[config.mk]
export PLATFORM = sky130hd
export DESIGN_NAME = axis_fifo_pkt
export DESIGN_NICKNAME = d
export VERILOG_FILES = /design/src/rtl/axis_fifo_pkt.sv
export SDC_FILE = /design/constraint.sdc
export NUM_CORES = 1
export LEC_CHECK = 0
export ABC_AREA = 0
export BUFFER_PORTS_ARGS = -buffer_cell sky130_fd_sc_hd__buf_2
export CAP_MARGIN = 20
export CORE_MARGIN = 10
export CORE_UTILIZATION = 44
export DETAILED_ROUTE_END_ITERATION = 7
export HOLD_SLACK_MARGIN = 0.03
export MAX_ROUTING_LAYER = met4
export SETUP_SLACK_MARGIN = 0.02
export SYNTH_ARGS = -nofsm -noshare
export SYNTH_HDL_FRONTEND = slang
export SYNTH_SLANG_ARGS = --single-unit
[constraint.sdc]
create_clock -name clk -period 5.55 [get_ports clk]
set_clock_uncertainty 0.05 [all_clocks]
set_input_delay 0.2775 -clock clk [delete_from_list [all_inputs] [get_ports clk]]
set_output_delay 0.2775 -clock clk [all_outputs]
set_load 0.02 [all_outputs]
[src/rtl/axis_fifo_pkt.sv]
// axis_fifo_pkt: synchronous AXI-Stream FIFO with per-word TLAST, fill level,
// almost-full and optional store-and-forward packet mode.
//
// Storage is a (DEPTH-1)-entry RAM plus one output register driving M_AXIS_*.
//
// Ports:
//   clk, rst_n                     clock (rising edge), async active-low reset
//   S_AXIS_TVALID/TREADY/TDATA/TLAST  slave (input) stream
//   M_AXIS_TVALID/TREADY/TDATA/TLAST  master (output) stream
//   level                          words held (RAM + output register)
//   almost_full                    level >= AFULL_LEVEL
//   pkt_count                      TLAST words held
module axis_fifo_pkt #(
  parameter int unsigned DATA_WIDTH  = 32,
  parameter int unsigned DEPTH       = 16,
  parameter int unsigned PACKET_MODE = 0,
  parameter int unsigned AFULL_LEVEL = 12
) (
  input  logic                    clk,
  input  logic                    rst_n,
  input  logic                    S_AXIS_TVALID,
  output logic                    S_AXIS_TREADY,
  input  logic [DATA_WIDTH-1:0]   S_AXIS_TDATA,
  input  logic                    S_AXIS_TLAST,
  output logic                    M_AXIS_TVALID,
  input  logic                    M_AXIS_TREADY,
  output logic [DATA_WIDTH-1:0]   M_AXIS_TDATA,
  output logic                    M_AXIS_TLAST,
  output logic [$clog2(DEPTH):0]  level,
  output logic                    almost_full,
  output logic [$clog2(DEPTH):0]  pkt_count
);

  localparam int unsigned AW       = $clog2(DEPTH);
  localparam int unsigned LW       = AW + 1;
  localparam int unsigned RamDepth = DEPTH - 1;
  localparam logic [AW-1:0] LastIdx = AW'(DEPTH - 2);

  logic [DATA_WIDTH:0] mem_q [RamDepth];

  logic [AW-1:0]         wr_idx_q, wr_idx_d, rd_idx_q, rd_idx_d;
  logic                  wr_wrap_q, wr_wrap_d, rd_wrap_q, rd_wrap_d;
  logic [LW-1:0]         level_q, level_d, pkt_count_q, pkt_count_d;
  logic                  s_ready_q, s_ready_d;
  logic                  out_valid_q, out_valid_d, out_last_q, out_last_d;
  logic [DATA_WIDTH-1:0] out_data_q, out_data_d;
  logic                  escape_q, escape_d;

  logic                  push, pop, out_free, ram_empty, ram_full;
  logic                  esc_trig, esc_ok, head_ok, byp_ok;
  logic                  load_ram, load_byp, ram_wr;
  logic [LW-1:0]         ram_pkts;
  logic [DATA_WIDTH:0]   head;

  assign push      = S_AXIS_TVALID && s_ready_q;
  assign pop       = out_valid_q && M_AXIS_TREADY;
  assign out_free  = !out_valid_q || pop;
  assign ram_empty = (wr_idx_q == rd_idx_q) && (wr_wrap_q == rd_wrap_q);
  assign ram_full  = (wr_idx_q == rd_idx_q) && (wr_wrap_q != rd_wrap_q);
  assign head      = mem_q[rd_idx_q];

  // Packets whose TLAST sits in the RAM; the head word's packet is complete iff nonzero.
  assign ram_pkts  = pkt_count_q - LW'(out_valid_q && out_last_q);

  // Oversize escape: RAM full with no complete packet would deadlock, so stream it out.
  assign esc_trig  = (PACKET_MODE != 0) && ram_full && (pkt_count_q == '0);
  // Escape covers only the oversize packet: stop once its TLAST reaches the output.
  assign esc_ok    = escape_q && !(out_valid_q && out_last_q);

  always_comb begin
    head_ok  = (PACKET_MODE == 0) || esc_trig || esc_ok || (ram_pkts != '0);
    byp_ok   = (PACKET_MODE == 0) || esc_ok;
    load_ram = out_free && !ram_empty && head_ok;
    load_byp = out_free && ram_empty && push && byp_ok;
    ram_wr   = push && !load_byp;
  end

  always_comb begin
    wr_idx_d  = wr_idx_q;
    wr_wrap_d = wr_wrap_q;
    if (ram_wr) begin
      if (wr_idx_q == LastIdx) begin
        wr_idx_d  = '0;
        wr_wrap_d = ~wr_wrap_q;
      end else begin
        wr_idx_d  = wr_idx_q + 1'b1;
      end
    end
    rd_idx_d  = rd_idx_q;
    rd_wrap_d = rd_wrap_q;
    if (load_ram) begin
      if (rd_idx_q == LastIdx) begin
        rd_idx_d  = '0;
        rd_wrap_d = ~rd_wrap_q;
      end else begin
        rd_idx_d  = rd_idx_q + 1'b1;
      end
    end
  end

  always_comb begin
    out_valid_d = out_valid_q;
    out_data_d  = out_data_q;
    out_last_d  = out_last_q;
    if (load_ram) begin
      out_valid_d = 1'b1;
      out_data_d  = head[DATA_WIDTH-1:0];
      out_last_d  = head[DATA_WIDTH];
    end else if (load_byp) begin
      out_valid_d = 1'b1;
      out_data_d  = S_AXIS_TDATA;
      out_last_d  = S_AXIS_TLAST;
    end else if (pop) begin
      out_valid_d = 1'b0;
      out_last_d  = 1'b0;
    end
  end

  always_comb begin
    level_d     = level_q + LW'(push) - LW'(pop);
    pkt_count_d = pkt_count_q + LW'(push && S_AXIS_TLAST) - LW'(pop && out_last_q);
    s_ready_d   = (level_d != LW'(DEPTH));
    escape_d    = escape_q;
    if (pop && out_last_q) begin
      escape_d = 1'b0;
    end else if (esc_trig) begin
      escape_d = 1'b1;
    end
  end

  always_ff @(posedge clk) begin
    if (ram_wr) begin
      mem_q[wr_idx_q] <= {S_AXIS_TLAST, S_AXIS_TDATA};
    end
  end

  always_ff @(posedge clk or negedge rst_n) begin
    if (!rst_n) begin
      wr_idx_q    <= '0;
      wr_wrap_q   <= 1'b0;
      rd_idx_q    <= '0;
      rd_wrap_q   <= 1'b0;
      level_q     <= '0;
      pkt_count_q <= '0;
      s_ready_q   <= 1'b0;
      out_valid_q <= 1'b0;
      out_data_q  <= '0;
      out_last_q  <= 1'b0;
      escape_q    <= 1'b0;
    end else begin
      wr_idx_q    <= wr_idx_d;
      wr_wrap_q   <= wr_wrap_d;
      rd_idx_q    <= rd_idx_d;
      rd_wrap_q   <= rd_wrap_d;
      level_q     <= level_d;
      pkt_count_q <= pkt_count_d;
      s_ready_q   <= s_ready_d;
      out_valid_q <= out_valid_d;
      out_data_q  <= out_data_d;
      out_last_q  <= out_last_d;
      escape_q    <= escape_d;
    end
  end

  assign S_AXIS_TREADY = s_ready_q;
  assign M_AXIS_TVALID = out_valid_q;
  assign M_AXIS_TDATA  = out_data_q;
  assign M_AXIS_TLAST  = out_last_q;
  assign level         = level_q;
  assign pkt_count     = pkt_count_q;
  assign almost_full   = (level_q >= LW'(AFULL_LEVEL));

endmodule
# Word-level counts from Yosys, hierarchy flattened
# Memories as Yosys holds them, arrays and structs flattened.
# Index checks and enable logic that the tools add are counted.
# op_classes
div,0
n_eq_ne,5
reduce_logical,17
add_sub_neg,6
mul,0
n_mux,11
n_bitwise,2
shifts,0
order_cmp,1
# ops
cell,n
32-bit 2-to-1 mux,2
5-bit by 1-bit adder with 5-bit output,2
5-bit by 1-bit subtractor with 5-bit output,2
1-bit logical AND,9
4-bit by 1-bit adder with 4-bit output (second input constant),2
4-bit == test (second input constant),2
4-bit 2-to-1 mux,2
1-bit 2-to-1 mux,7
5-bit by 4-bit greater-or-equal comparator with 1-bit output (second input constant),1
5-bit inequality test (second input constant),1
4-bit == test,1
2-bit AND reduction,2
1-bit zero test,3
3-bit nonzero test,1
1-bit inverter,2
2-bit nonzero test,1
1-bit == test,1
1-bit logical OR,1
# word_totals
out_inout_bits,46
regBits,55
latch_bits,0
rom_bits,0
n_memories,1
inputBits,37
ramBits,495
# mem_list
name,depth,word_bits,read_ports,rd_ports_with_merged_regs,wr,line_no,text
mem_q,15,33,1,0,1,39,logic [DATA_WIDTH:0] mem_q [RamDepth];

# Longest topological paths before layout
# depth
word_depth,8
mapped_depth,13

# Worst setup path after synthesis
# OpenSTA, ideal clock, no wires.
# synth_timing
path_kind,register to register
start,"register out_valid_q, in the netlist M_AXIS_TVALID"
end,"memory mem_q[12][0] (netlist bit), enable pin"
arrival_time_ns,4.502
stages_incl_launch_ff,5
setup_time_ns,0.506
required_time_ns,4.994
slack_ns,0.492
cell_sequence,dfrtp_1 nor2b_1 o31ai_2 buf_2 nor4_1
# synth_via
elab_chain_len,8
word_cells_on_any_way,9
cone_classes,2 x mux; 7 x reduce/logical
# synth_rtl
element,line_no,text
from (decl),45,"logic out_valid_q, out_valid_d, out_last_q, out_last_d;"
from (signal assigned),158,out_valid_q <= out_valid_d;
1-bit zero test or 1-bit logical AND (tied branches),"57, 56",
1-bit logical OR (*),57,assign out_free = !out_valid_q || pop;
1-bit logical AND (*) (2 in series),74,load_byp = out_free && ram_empty && push && byp_ok;
1-bit zero test (*),75,ram_wr = push && !load_byp;
1-bit logical AND (*),75,
1-bit 2-to-1 mux (*),132,if (ram_wr) begin
1-bit 2-to-1 mux (implied by the code) (*),133,"mem_q[wr_idx_q] <= {S_AXIS_TLAST, S_AXIS_TDATA};"
to (decl),39,
# Every way passes the cells marked *; elsewhere a longest branch is shown, timed or not.

# Worst setup path in the final report
# layout_timing
start,"register out_valid_q, in the netlist M_AXIS_TVALID"
end,"memory mem_q[4][15] (netlist bit), enable pin"
# Same word-level chain as after synthesis.

==> results by group <==
Setup path
  • Worst EP arrival: 3.64 ns
  • Worst reg2reg startpoint: M_AXIS_TVALID
  • Critical path type: flip-flop to flip-flop
  • Cells on worst reg2reg path: 5
  • Startpoint Class: flip-flop
  • Capturing point of the worst reg2reg path: mem_q[4][15]
  • Crit path required time: 5.75 ns
  • Crit-path max FO: 27
  • Crit path launch: M_AXIS_TVALID
  • Worst Setup End Kind: flip-flop
  • Reg-to-reg slack, setup: 2.11 ns

Min path
  • Worst Hold End: mem_q[3][12]
  • Hold/Removal Path Class: input port to flip-flop
  • Hold depth: 1
  • Hold Crit Start: S_AXIS_TDATA[12]

Clocking
  • Clk sinks: 550
  • CTS tree: done
  • Clock Tree Root: clkbuf_16
  • CTS buffer count: 54
  • Clk buf depth: 3
  • H-Tree Depth: 2
  • Worst-Skew Late Latency: 0.60 ns
  • Post-CTS Setup Inserts: 0
  • CTS clk-pin slew, worst paths: 0.06 ns

Route
  • Wire per inst: 24.90 um
  • Iter 0 DRT Violations: 1135
  • DRC: 0
  • Routed vias: 11380
  • Routed wire length on met2: 23370 um
  • Final ANT Viol Nets: 0
  • Met1 wire length: 22690 um
  • Routed WL: 50350 um
  • DR top layer: met4
  • Met3 Wirelength: 3596 um
  • Drt pass-1 iters: 5
  • Via-to-Cell Ratio: 5.629

Floorplanning
  • Full die area: 59160 sq um
  • Starting density of the core: 44.61%
  • Chip Height: 243.2 um
  • Number of I/O pins: 83
  • Die Width: 243.2 um
  • Num rows: 81
  • Core Area: 49150 sq um

Finish
  • Final non-filler cell total: 2022
  • Most common cell after layout, fill and taps aside: edfxtp_1
  • Post-Route Utilization: 51.23%
  • Syn-to-layout area delta: 14.85%
  • Final #Nets: 1364
  • Antenna Diode Count: 0
  • Most frequent cells in the layout: edfxtp_1 (495), mux2i_1 (94), buf_2 (82), mux4_2 (65)
  • Post-route cell area: 25180 sq um
  • Layout cells sized above 1: 21.80%

Synth
  • Mapped Avg Cell Area: 18.58 sq um
  • Post-synthesis cell count: 1180
  • Syn Nets: 1231
  • Synth cell types: 64
  • Synthesized area: 21930 sq um
  • Most used DFF post-synth: edfxtp_1
  • Post-synth EDFFs: 495
  • Seq/Total Area, Yosys: 74.07%
  • Warnings from Yosys: 0
  • Yosys reg bits: 550
  • Top post-synthesis cells by area: edfxtp_1 (68%), mux4_2 (6.7%), dfrtp_1 (6.3%)
  • Area leader, netlist: edfxtp_1
  • Post-synth top area share: 67.79%
  • Asr flop ratio synth: 10.00%

Placement
  • Post-DP Area: 23170 sq um
  • Worst slack at placement: 2.159 ns
  • GP Congestion: 0.8055
  • Placed cell count: 1890
  • Final HPWL DP: 30380 um
  • IO Port Bufs: 82

Global route
  • Global route overflow: 0
  • Initial antenna violation count: 0
  • First-pass GRT wire length: 75610 um
  • Largest net degree at the start of global routing: 58
  • Total track usage: 17.31%
  • Vias in the first global route: 11690

Pwr
  • PwrDens: 526.4 nW/um^2
  • Lkg Pwr: 8.568 nW
  • VDD IR max: 307.8 uV

Timing
  • Final Max Slew Viols: 0
  • Unrepaired setup endpoints after global routing: false
  • FMAX: 290.3 MHz
  • Post-route setup TNS: 0 ns
  • Final Hold Viols: 0
  • Worst-margin pin slew: 1.080 ns
  • Slew HR: 27.65%
  • Min cycle time layout: 3.444 ns
  • Final WS setup: 2.106 ns
  • Final Cycle Share: 62.06%
  • Final setup fails: 0

Outcome
  • Status: finished clean

Run
  • Max Cap Violations: 0
## synth_stat cells (13+ instances only)
cell type    n
a211oi_1    13
a221o_1     13
a22oi_1     19
a31oi_1     17
buf_2       24
clkbuf_1    14
dfrtp_1     55
edfxtp_1   495
inv_1       36
mux2_1      16
mux2i_1     94
mux4_2      65
nand2_1     54
nor2_1      42
o21ai_0     14
o21ai_1     15
o221ai_1    13
o22ai_1     22
## state kept, by name, indices dropped and copies added, names as in the netlist
| signal | flops |
|---|---|
| rd_idx_q | 4 |
| wr_idx_q | 4 |
| wr_wrap_q | 1 |
| S_AXIS_TREADY | 1 |
| rd_wrap_q | 1 |
| M_AXIS_TLAST | 1 |
| mem_q | 495 |
| M_AXIS_TDATA | 32 |
| level | 5 |
| M_AXIS_TVALID | 1 |
| pkt_count | 5 |
## how the worst max path moves through the flow
stage / to / slack, ns / cells past startpoint
finish: mem_q[4][15] / 2.11 / 5
global route: mem_q[4][10] / 1.95 / 5
CTS: mem_q[12][16] / 2.13 / 4
detailed placement: mem_q[12][17] / 2.16 / 4
global placement: mem_q[3][3] / 2.11 / 4
floorplan: mem_q[12][0] / 0.49 / 4
## layer usage
layer	vias to the layer above	global-route usage, %
met4	0	3.657
li1	5009	-
met2	400	25.78
met5	-	-
met1	5915	24.42
met3	58	3.349
## power by group
| group | internal [mW] | leakage (nW) | switching, mW |
|---|---|---|---|
| Combinational | 1.69 | 2.63 | 2.55 |
| Clock | 2.02 | 0.817 | 1.51 |
| Sequential | 5.14 | 5.12 | 0.343 |
| Total | 8.85 | 8.57 | 4.40 |
## critical path, cell delays in order, from the launching register on
cell	delay, ns
dfrtp_1	0.42
nor2b_1	0.68
o31ai_2	0.36
or3_1	0.57
nor3_2	0.48
buf_4	0.48
## timing repair
action | in CTS | in global routing
hold buffers | 30 | 0
endpoints found under the setup margin | 0 | 0
resized for setup | 0 | 0
endpoints found under the hold margin | 435 | 0
## stage by stage
step | hold slack, ns | power (mW)
2_1_floorplan | -0.06809 | 8.570
4_1_cts | 0.03516 | 13.40
3_3_place_gp | 0.4158 | 9.732
5_1_grt | 0.04162 | 13.91
6_report | 0.06872 | 13.26
3_5_place_dp | 0.4264 | 9.839
## kinds of logic after synthesis
family | synth area share [%]
mux | 13.09
compound gates | 5.649
xor+xnor | 0.5935
simple gates | 2.956
flops | 74.07
fa+ha+maj | 0.8674
buf+inv | 2.773
## area by class of cell
cell class	instances	area [sq um]
sequential	550	16250
tap	664	830.8
clock inverter	19	215.2
clock buffer	82	1476
multi-input combinational	527	5189
fill	3929	23970
inverter	37	138.9
timing repair buffer	143	1081
(Power assumes the default switching activity.)
